[config.mk]
export PLATFORM = sky130hd
export DESIGN_NAME = alu_arbiter
export DESIGN_NICKNAME = d
export VERILOG_FILES = /design/src/rtl/alu_arbiter.sv
export SDC_FILE = /design/constraint.sdc
export NUM_CORES = 1
export LEC_CHECK = 0
export ABC_CLOCK_PERIOD_IN_PS = 3300
export BUFFER_PORTS_ARGS = -buffer_cell sky130_fd_sc_hd__buf_2
export CAP_MARGIN = 20
export CELL_PAD_IN_SITES_DETAIL_PLACEMENT = 1
export CELL_PAD_IN_SITES_GLOBAL_PLACEMENT = 1
export CORE_MARGIN = 5
export CORE_UTILIZATION = 37
export DETAILED_ROUTE_END_ITERATION = 16
export GPL_ROUTABILITY_DRIVEN = 0
export GPL_TIMING_DRIVEN = 0
export PLACE_DENSITY = 0.84
export SYNTH_ARGS = -nofsm -noshare
export SYNTH_HDL_FRONTEND = slang
export SYNTH_SLANG_ARGS = --single-unit
[constraint.sdc]
create_clock -name clk_i -period 3.3 [get_ports clk_i]
set_input_delay 0.495 -clock clk_i [delete_from_list [all_inputs] [get_ports clk_i]]
set_output_delay 0.495 -clock clk_i [all_outputs]
set_load 0.02 [all_outputs]
[src/rtl/alu_arbiter.sv]
// alu_arbiter: round-robin front end that shares one Hack ALU between two requesters
module hack_alu #(
  parameter int W = 16
) (
  input  logic [W-1:0] x_i,
  input  logic [W-1:0] y_i,
  input  logic [5:0]   ctrl_i,
  output logic [W-1:0] out_o
);
  logic [W-1:0] xa, xb, ya, yb, f;
  // ctrl_i = {zx, nx, zy, ny, f, no}
  always_comb begin
    xa = ctrl_i[5] ? '0 : x_i;
    xb = ctrl_i[4] ? ~xa : xa;
    ya = ctrl_i[3] ? '0 : y_i;
    yb = ctrl_i[2] ? ~ya : ya;
    f = ctrl_i[1] ? xb + yb : xb & yb;
    out_o = ctrl_i[0] ? ~f : f;
  end
endmodule

module alu_arbiter #(
  parameter int WIDTH     = 16,
  parameter bit INIT_PRIO = 1'b0
) (
  input  logic             clk_i,
  input  logic             rst_i,
  input  logic             req0_valid_i,
  output logic             req0_ready_o,
  input  logic [WIDTH-1:0] req0_x_i,
  input  logic [WIDTH-1:0] req0_y_i,
  input  logic [5:0]       req0_ctrl_i,
  input  logic             req1_valid_i,
  output logic             req1_ready_o,
  input  logic [WIDTH-1:0] req1_x_i,
  input  logic [WIDTH-1:0] req1_y_i,
  input  logic [5:0]       req1_ctrl_i,
  output logic             rsp_valid_o,
  input  logic             rsp_ready_i,
  output logic             rsp_id_o,
  output logic [WIDTH-1:0] rsp_out_o,
  output logic             rsp_ng_o,
  output logic             rsp_zr_o,
  output logic             busy_o
);
  typedef enum logic [1:0] {IDLE, EXEC, RESP} state_t;
  state_t state_q, state_d;
  logic prio_q, prio_d, id_q, id_d;
  logic [WIDTH-1:0] x_q, x_d, y_q, y_d, rsp_out_q, rsp_out_d, alu_out;
  logic [5:0] ctrl_q, ctrl_d;
  logic rsp_valid_q, rsp_valid_d, rsp_id_q, rsp_id_d, rsp_ng_q, rsp_ng_d, rsp_zr_q, rsp_zr_d;
  logic [1:0] vld;
  logic gnt, take;

  hack_alu #(.W(WIDTH)) u_alu (.x_i(x_q), .y_i(y_q), .ctrl_i(ctrl_q), .out_o(alu_out));

  // Grant the priority holder if it asks, otherwise the other side; only offered while idle
  always_comb begin
    vld = {req1_valid_i, req0_valid_i};
    gnt = vld[prio_q] ? prio_q : ~prio_q;
    take = (state_q == IDLE) && vld[gnt];
    req0_ready_o = take && !gnt;
    req1_ready_o = take && gnt;
  end

  // Next-state and datapath updates for accept, evaluate and response hand-off
  always_comb begin
    state_d = state_q;
    prio_d = prio_q;
    id_d = id_q;
    x_d = x_q;
    y_d = y_q;
    ctrl_d = ctrl_q;
    rsp_valid_d = rsp_valid_q;
    rsp_id_d = rsp_id_q;
    rsp_out_d = rsp_out_q;
    rsp_ng_d = rsp_ng_q;
    rsp_zr_d = rsp_zr_q;
    case (state_q)
      IDLE: if (take) begin
        x_d = gnt ? req1_x_i : req0_x_i;
        y_d = gnt ? req1_y_i : req0_y_i;
        ctrl_d = gnt ? req1_ctrl_i : req0_ctrl_i;
        id_d = gnt;
        state_d = EXEC;
      end
      EXEC: begin
        rsp_out_d = alu_out;
        rsp_ng_d = alu_out[WIDTH-1];
        rsp_zr_d = alu_out == '0;
        rsp_id_d = id_q;
        rsp_valid_d = 1'b1;
        state_d = RESP;
      end
      RESP: if (rsp_ready_i) begin
        rsp_valid_d = 1'b0;
        prio_d = ~rsp_id_q;
        state_d = IDLE;
      end
      default: state_d = IDLE;
    endcase
  end

  // State register; reset discards any operation in flight
  always_ff @(posedge clk_i or posedge rst_i) begin
    if (rst_i) state_q <= IDLE;
    else state_q <= state_d;
  end

  // Operand, priority and response registers
  always_ff @(posedge clk_i or posedge rst_i) begin
    if (rst_i) begin
      prio_q <= INIT_PRIO;
      id_q <= 1'b0;
      x_q <= '0;
      y_q <= '0;
      ctrl_q <= '0;
      rsp_valid_q <= 1'b0;
      rsp_id_q <= 1'b0;
      rsp_out_q <= '0;
      rsp_ng_q <= 1'b0;
      rsp_zr_q <= 1'b0;
    end else begin
      prio_q <= prio_d;
      id_q <= id_d;
      x_q <= x_d;
      y_q <= y_d;
      ctrl_q <= ctrl_d;
      rsp_valid_q <= rsp_valid_d;
      rsp_id_q <= rsp_id_d;
      rsp_out_q <= rsp_out_d;
      rsp_ng_q <= rsp_ng_d;
      rsp_zr_q <= rsp_zr_d;
    end
  end

  assign rsp_valid_o = rsp_valid_q;
  assign rsp_id_o = rsp_id_q;
  assign rsp_out_o = rsp_out_q;
  assign rsp_ng_o = rsp_ng_q;
  assign rsp_zr_o = rsp_zr_q;
  assign busy_o = state_q != IDLE;
endmodule

* Word-level counts from Yosys, hierarchy flattened
Cells that the tools add are included.
** Storage, ports and cells
- Register bits after elaboration :: 62
- Bits of input ports :: 81
- Logic and storage cells :: 55
** Cells by class
- Add/sub/neg operators :: 1
- Magnitude comparators :: 2
- Equal/unequal tests :: 4
- Multiplexer cells :: 19
- Bitwise logic cells :: 6
- Reductions and logical operators :: 12
** Operator list (count)
- $mux 16 :: 8
- $not 16->16 :: 3
- $add 16x16->16 :: 1
- $and 16x16->16 :: 1
- $logic_not 16->1 :: 1
- $reduce_and 2->1 :: 4
- $mux 1 :: 6
- $mux 6 :: 1
- $pmux 2 s3 :: 1
- $lt 1x2->1 const B :: 2
- $mux 2 :: 2
- $ne 2x2->1 const B :: 2
- $reduce_bool 2->1 :: 2
- $logic_and 1x1->1 :: 3
- $eq 2x1->1 const B :: 1
- $eq 2x2->1 const B :: 1
- $logic_not 2->1 :: 1
- $not 1->1 :: 2
- $pmux 1 s2 :: 1
- $logic_not 1->1 :: 1

* Logic depth before layout (Yosys ltp)
Gate-level depths: netlist (run 1).
- Depth in word-level cells :: 8
- Mapped depth :: 12
- Depth with buffers taken out :: 12

* Hierarchy
From an unflattened synthesis (run 1), not the netlist that was laid out.
** Unflattened totals
- Cell total of the unflattened synthesis :: 451
- Area, all modules :: 4322.9 sq um
** Modules (own cells, without submodules)
- alu_arbiter :: instances 1, cells each 239, area an instance 2655.0 sq um, sequential area each 1526.5 sq um
- hack_alu :: instances 1, cells each 212, area an instance 1667.8 sq um, sequential area each 0.0 sq um

* Worst setup path before layout (run 1)
No wires, ideal clock.
- Kind :: register to register
- Start :: reg ctrl_q[2]
- End :: reg rsp_zr_q, in the netlist rsp_zr_o
- Library setup time :: 92 ps
- Arrival :: 3330 ps
- Path slack :: -122 ps
- Stages on the path, launching flop included :: 13
- Buffers on the path :: 2
- Period minus slack after synthesis :: 3422 ps
- Path through :: dfrtp_1 > clkbuf_1 > clkbuf_1 > xnor2_1 > ha_1 > a21oi_2 > o211ai_1 > a2111oi_4 > nor3_1 > o41ai_4 > mux2i_1 > o2111ai_1 > o31ai_2
** On the way
- Cells in the longest elaborated chain, start to end :: 6
** RTL lines
- start, declared :: line 50 : logic [5:0] ctrl_q, ctrl_d;
- start signal, assigned :: line 128 : ctrl_q <= ctrl_d;
- $mux 16 (*) :: line 16 : yb = ctrl_i[2] ? ~ya : ya;
- $add 16x16->16 or $and 16x16->16 (tied branches) :: line 17 : f = ctrl_i[1] ? xb + yb : xb & yb;
- $mux 16 (*) :: line 17
- $not 16->16 :: line 18 : out_o = ctrl_i[0] ? ~f : f;
- $mux 16 (*) :: line 18
- $logic_not 16->1 (*) :: line 90 : rsp_zr_d = alu_out == '0;
- end signal, assigned :: line 133 : rsp_zr_q <= rsp_zr_d;
- end, declared :: line 51 : logic rsp_valid_q, rsp_valid_d, rsp_id_q, rsp_id_d, rsp_ng_q, rsp_ng_d, rsp_zr_q, rsp_zr_d;
Mark *: on every way between the ends. The rest lies on a longest branch, timed or not.
A chain may end at the register's enable or synchronous reset.

* Worst setup path in the final report (run 1)
- Start :: reg ctrl_q[3]
- End :: reg rsp_zr_q, in the netlist rsp_zr_o
** On the way
- Cells in the longest elaborated chain, start to end :: 8
** RTL lines
- $mux 16 (*) :: line 15 : ya = ctrl_i[3] ? '0 : y_i;
- $not 16->16 :: line 16
- $mux 16 (*) :: line 16
- $add 16x16->16 or $and 16x16->16 (tied branches) :: line 17
- $mux 16 (*) :: line 17
- $not 16->16 :: line 18
- $mux 16 (*) :: line 18
- $logic_not 16->1 (*) :: line 90
Marks and branches as above.

==> flow_metrics.tcl, run 1 <==
set metrics [dict create \
    outcome "finished, violations left" \
    failed_checks "negative setup slack" \
    antenna_found_initial 0 \
    worstMarginPinSlew_ns 1.01 \
    num_vias 4405 \
    crit_path_start_kind "register" \
    grt_pass1_wl_mm 23.3 \
    dieHeight_um 120 \
    slew-limit-headroom_pct 32.6 \
    final_util_pct 49.7 \
    reg2reg_to "rsp_zr_o" \
    placementRows 40 \
    regToRegSetupSlack_ns -0.18 \
    worst_path_dominant_cell_family "compound AO/OA/AOI/OAI gates" \
    worst_skew_pair.late_latency_ns 0.34 \
    final_layout_worst_hold_slack_ns 0.167 \
    drt_wl_total_mm 15.9 \
    global_routing_usage_summed_across_all_routing_layers_pct 20.2 \
    first_global_vias 4704 \
    globalRouteOverflowTotal 0 \
    synth_top_area_share_pct 34.2 \
    tritoncts "built" \
    syn_nets 600 \
    wl_per_cell_um 20.2 \
    grt_setup_unrepaired "true" \
    clock-root-buffer "clkbuf_16" \
    synth_area_mm2 0.00446 \
    cpMostUsedCell "buf_4" \
    cts_sinks 61 \
    pre_cts_ws_ns -0.633 \
    setup_slack_ns -0.182 \
    number_of_nets_at_the_end_of_the_flow 733 \
    final.min_clock_period_ns 3.48 \
    period_share_pct 106 \
    hp-class "in2async" \
    timing.critical_path.to_type "register" \
    timing.critical_path.required_ns 3.55 \
    floorplan.initialDensity_pct 37.4 \
    viasPerCell 5.60 \
    endpoints_failing_hold 0 \
    layout.cells.most_common "buf_2" \
    synth_top_cells_by_area "dfrtp_1, mux2i_1, xnor2_1" \
    synth_seq_area_share_pct 34.2 \
    synthArstFlopShare_pct 100 \
    synth-seq-cells 61 \
    cts_inserted_buffers 9 \
    placement.io_buffers 103 \
    drt.antenna.violating_nets 0 \
    syn_avg_cell_area_um2 8.88 \
    critPathKind "reg2reg" \
    worst_r2r_startpoint "ctrl_q[3]" \
    antenna-diode-count 0 \
    critical_path.max_stage_delay_ns 0.48 \
    drive_above_1_share_pct 31.3 \
    grt_max_degree 42 \
    floorplan.die.width_um 120 \
    drv_slew 0 \
    synthCells 502 \
    max_cap_violations 0 \
    cp_cell_sequence "nand2b_1, xnor2_2, buf_4, fa_2, a211oi_2, o21bai_2, o211a_4, buf_4, a2111oi_4, o21ai_2, mux2i_1, o2111ai_2, o31ai_2" \
    die_area_mm2 0.0143 \
    synth-edff-count 0 \
    layout_common_cells "buf_2, nand2_1, o21ai_0, dfrtp_1, mux2i_1" \
    io-pin-count 104 \
    flow.area_growth_from_synthesis_pct 32.9 \
    critical_path.max_fanout 8 \
    finalSetupViolCount 3 \
    timing.critical_path.arrival_ns 3.73 \
    detail_route.first_pass.iterations 5 \
    cp_max_delay_cell "dfrtp_2" \
    predominant_post_synthesis_flop_cell "dfrtp_1" \
    max_freq_mhz 287 \
    skew_ns 0.00613 \
    drt-initial-drc-count 192 \
    remaining_drc_errors 0 \
    synthDistinctLibCells 63 \
    htreeDepth 3 \
    reg2regPathDepth 13 \
    cts_buffer_depth 2 \
    synth.largest_area_cell "dfrtp_1" \
    worstPathBufferInverterCount 2 \
    fp.coreArea_mm2 0.0119 \
    cts.reportedPaths.clkPinSlew_ns 0.06 \
    post-dp-hpwl_mm 10.6 \
    synth.yosys.warnings 0 \
]
==> worst register-to-register path, stage by stage, from the launching register on <==
cell and delay, ns:
dfrtp_2 0.48, nand2b_1 0.21, xnor2_2 0.18, buf_4 0.16, fa_2 0.38, a211oi_2 0.29
o21bai_2 0.14, o211a_4 0.30, buf_4 0.15, a2111oi_4 0.41, o21ai_2 0.13, mux2i_1 0.20
o2111ai_2 0.16, o31ai_2 0.22
==> how the worst max path moves through the flow <==
stage / from / to / slack, ns / cells after the start
6_report: ctrl_q[3] / rsp_zr_o / -0.18 / 13
2_1_floorplan: ctrl_q[2] / rsp_zr_o / 0.05 / 12
4_1_cts: ctrl_q[5] / rsp_zr_o / -0.02 / 12
5_1_grt: ctrl_q[2] / rsp_zr_o / -0.29 / 11
3_5_place_dp: ctrl_q[4] / rsp_zr_o / -0.63 / 12
3_3_place_gp: ctrl_q[4] / rsp_zr_o / -0.46 / 12
==> through the flow <==
stage / instance area [um2] / instances / TNS, ns
2_1_floorplan: 4460 / 502 / 0
3_3_place_gp: 5160 / 752 / -1.15
3_5_place_dp: 5180 / 753 / -2.18
4_1_cts: 5620 / 774 / -0.0170
5_1_grt: 5930 / 787 / -0.830
6_report: 5930 / 787 / -0.293
==> metal layers <==
layer / GRT usage, % / share of wire (%) / vias to the layer above
li1: - / - / 2032
met1: 24.5 / 40 / 2139
met2: 35.8 / 50 / 180
met3: 3.91 / 6.0 / 54
met4: 7.16 / 4.2 / 0
met5: 0 / 0 / -
==> kinds of logic after synthesis <==
logic type / synth area share, %
adders and majority gates: 4.94
buffers and inverters: 3.73
xor gates and xnor gates: 9.63
AOI/OAI and AO/OA: 18.8
DFF: 34.2
muxes: 11.1
and+or+nand+nor: 17.6
==> state kept, by name (all words and copies together), names as in the netlist <==
signal,flops
rsp_out_o,16
ctrl_q,6
state_q,2
x_q,16
rsp_valid_o,1
rsp_zr_o,1
y_q,16
prio_q,1
id_q,1
rsp_id_o,1
==> Yosys cell counts, types with 2 or more instances <==
master and number:
nand2b_1 33, o31a_1 2, nand3_1 4, o21ai_0 59, a211o_1 2, and2_1 2, ha_1 16, o2111ai_1 2
mux2i_1 47, o211ai_1 4, o31ai_2 2, a211oi_1 3, nor4_1 3, a211oi_2 3, nor2_1 14, or4_1 2
o21a_1 4, xnor2_1 49, o31ai_1 3, and3_1 4, or2_2 4, a21oi_1 13, buf_1 5, nand4_1 3
nand2_1 72, inv_1 9, nor3_1 6, o21ai_1 4, or3_1 3, a21o_1 4, clkbuf_1 26, nor2b_1 4
dfrtp_1 61
==> area by class of cell <==
class	count	area, um2
tap	147	184
buffer	31	144
sequential	61	1530
clock buffer	11	253
timing repair buffer	124	689
multi-input combinational	398	3030
inverter	10	37.5
clock inverter	5	58.8
fill	1413	5990
==> repair_timing <==
action / in CTS / in global routing
setup endpoints to repair: 8 / 6
resized for setup: 23 / 35
hold buffers: 0 / 0
setup buffers: 7 / 13
pin swaps: 8 / 26
Power of run 1 is left out: the tool's default activity adds up to more than one toggle a clock period on the data nets, which glitch-free logic cannot reach.
==> run 2: changes to the inputs <==
--- a/config.mk
+++ b/config.mk
@@ -5,13 +5,14 @@
 export SDC_FILE = /design/constraint.sdc
 export NUM_CORES = 1
 export LEC_CHECK = 0
+export ABC_AREA = 1
 export ABC_CLOCK_PERIOD_IN_PS = 3300
 export BUFFER_PORTS_ARGS = -buffer_cell sky130_fd_sc_hd__buf_2
 export CAP_MARGIN = 20
 export CELL_PAD_IN_SITES_DETAIL_PLACEMENT = 1
 export CELL_PAD_IN_SITES_GLOBAL_PLACEMENT = 1
 export CORE_MARGIN = 5
-export CORE_UTILIZATION = 37
+export CORE_UTILIZATION = 34
 export DETAILED_ROUTE_END_ITERATION = 16
 export GPL_ROUTABILITY_DRIVEN = 0
 export GPL_TIMING_DRIVEN = 0
==> run 2 against run 1 <==
The run now ends clean. Fmax is 18% higher. Cell area down 4.9%. Sequential share of layout area is 1.2 points higher. Synthesized area up 2.6%.
==> flow_metrics.tcl, run 2 <==
set metrics [dict create \
    post_synth_most_frequent_cells "nand2_1, nand3_1, inv_1, dfrtp_1, nor2_1" \
    timing.critical_path.to_type "register" \
    detail_route.first_pass.iterations 5 \
    drive_above_1_share_pct 16.7 \
    final.min_clock_period_ns 2.95 \
    layout.cells.most_common "nand2_1" \
    post-dp-hpwl_mm 12.0 \
    syn_nets 814 \
    cts_repair_resize_count 0 \
    cts_sinks 61 \
    critPathKind "reg2reg" \
    antenna-diode-count 0 \
    drv_slew 0 \
    finalSetupViolCount 0 \
    placementRows 42 \
    wl_per_cell_um 14.6 \
    grt_max_degree 33 \
    predominant_post_synthesis_flop_cell "dfrtp_1" \
    synth_top_cells_by_area "dfrtp_1, nand2_1, nand3_1" \
    pre_cts_ws_ns 0.0710 \
    crit_path_start_kind "register" \
    tritoncts "built" \
    globalRouteOverflowTotal 0 \
    fp.coreArea_mm2 0.0132 \
    cts_inserted_buffers 9 \
    synth-seq-cells 61 \
    synthMostInstantiatedCell "nand2_1" \
    floorplan.initialDensity_pct 34.5 \
    timing.critical_path.required_ns 3.57 \
    endpoints_failing_hold 0 \
    drt_wl_total_mm 14.7 \
    max_cap_violations 0 \
    outcome "finished, final reports clean" \
    layout_common_cells "nand2_1, buf_2, nand3_1, inv_1, dfrtp_1" \
    synth-edff-count 0 \
    antenna_found_initial 0 \
    number_of_nets_at_the_end_of_the_flow 926 \
    worst_skew_pair.late_latency_ns 0.34 \
    synth_seq_area_share_pct 33.4 \
    die_area_mm2 0.0159 \
    drt.antenna.violating_nets 0 \
    hp-class "in2async" \
    cts.reportedPaths.clkPinSlew_ns 0.05 \
    max_freq_mhz 339 \
    dieHeight_um 126 \
    synthArstFlopShare_pct 100 \
    critical_path.max_stage_delay_ns 0.45 \
    grt_pass1_wl_mm 24.9 \
    drt-initial-drc-count 165 \
    flow.area_growth_from_synthesis_pct 23.2 \
    worstMarginPinSlew_ns 0.647 \
    floorplan.die.width_um 126 \
    synthDistinctLibCells 28 \
    period_share_pct 89.4 \
    setup_slack_ns 0.350 \
    timing.critical_path.arrival_ns 3.22 \
    critical_path.max_fanout 10 \
    synth.yosys.warnings 0 \
    synth_top_area_share_pct 33.4 \
    synth_area_mm2 0.00457 \
    clock-root-buffer "clkbuf_16" \
    cp_max_delay_cell "ha_1" \
    io-pin-count 104 \
    htreeDepth 3 \
    grt_setup_unrepaired "false" \
    cp_cell_sequence "clkinv_1, clkbuf_1, nand2_1, xor2_1, inv_1, ha_1, inv_1, nor3_1, nand3_1, nand3_1, nand3_1, nand2_1, nand2_1, nand2_1, nand3_1, o21bai_2" \
    num_vias 4875 \
    worst_path_dominant_cell_family "simple AND/OR/NAND/NOR gates" \
    cts_buffer_depth 2 \
    slew-limit-headroom_pct 56.8 \
    syn_avg_cell_area_um2 6.39 \
    viasPerCell 4.83 \
    global_routing_usage_summed_across_all_routing_layers_pct 19.4 \
    synthCells 716 \
    synth.largest_area_cell "dfrtp_1" \
    placement.io_buffers 103 \
    first_global_vias 5207 \
    finalSetupTns_ns 0 \
    skew_ns 0.00399 \
    post_cts_hold_buffer_count 0 \
    remaining_drc_errors 0 \
    worstPathBufferInverterCount 4 \
    cts_setup_buffers 0 \
    final_layout_worst_hold_slack_ns 0.243 \
]
-- run 2: final cells by class --
class                   count  area, um2
clock inverters             3       42.5
fillers                  1822       7600
clock buffers              13        270
well taps                 176        220
plain buffers              25        121
multi-input cells         536       2580
flip-flops and latches     61       1530
repair buffers            104        536
inverters                  91        345
-- run 2: worst paths after layout --
kind / startpoint / slack (ns) / endpoint / cells past startpoint
min in group clk_i: req0_y_i[6] / 0.36 / y_q[6] / 3
min: rst_i / 0.24 / y_q[11] / 2
max: ctrl_q[5] / 0.35 / rsp_zr_o / 16
max in group asynchronous: rst_i / 2.45 / y_q[2] / 3
max reg2reg: ctrl_q[5] / 0.35 / rsp_zr_o / 16
min reg2reg: rsp_valid_o / 0.47 / rsp_valid_o / 2
-- run 2: cell families after synthesis --
family / after synthesis / synth area share [%]
buffers and inverters: 119 / 10.3
and+or+nand+nor: 448 / 40.2
xor gates and xnor gates: 32 / 6.13
AOI/OAI and AO/OA: 39 / 5.17
adders and majority gates: 17 / 4.81
DFF: 61 / 33.4
-- run 2: layer usage --
metal / up-vias / GRT usage (%) / part of all wire (%)
met3: 31 / 4.83 / 5.3
met2: 123 / 32.9 / 48
li1: 2449 / - / -
met1: 2272 / 23.7 / 44
met4: 0 / 7.63 / 2.7
met5: - / 0 / 0
-- run 2: per-stage QoR --
| stage | instance area, um2 | instances | util (%) |
|---|---|---|---|
| 6_report | 5640 | 1009 | 42.6 |
| 5_1_grt | 5640 | 1009 | 42.6 |
| 4_1_cts | 5640 | 1012 | 42.6 |
| 3_5_place_dp | 5330 | 996 | 40.2 |
| 3_3_place_gp | 5310 | 995 | 40.1 |
| 2_1_floorplan | 4570 | 716 | - |
Power of run 2 is left out for the same reason.
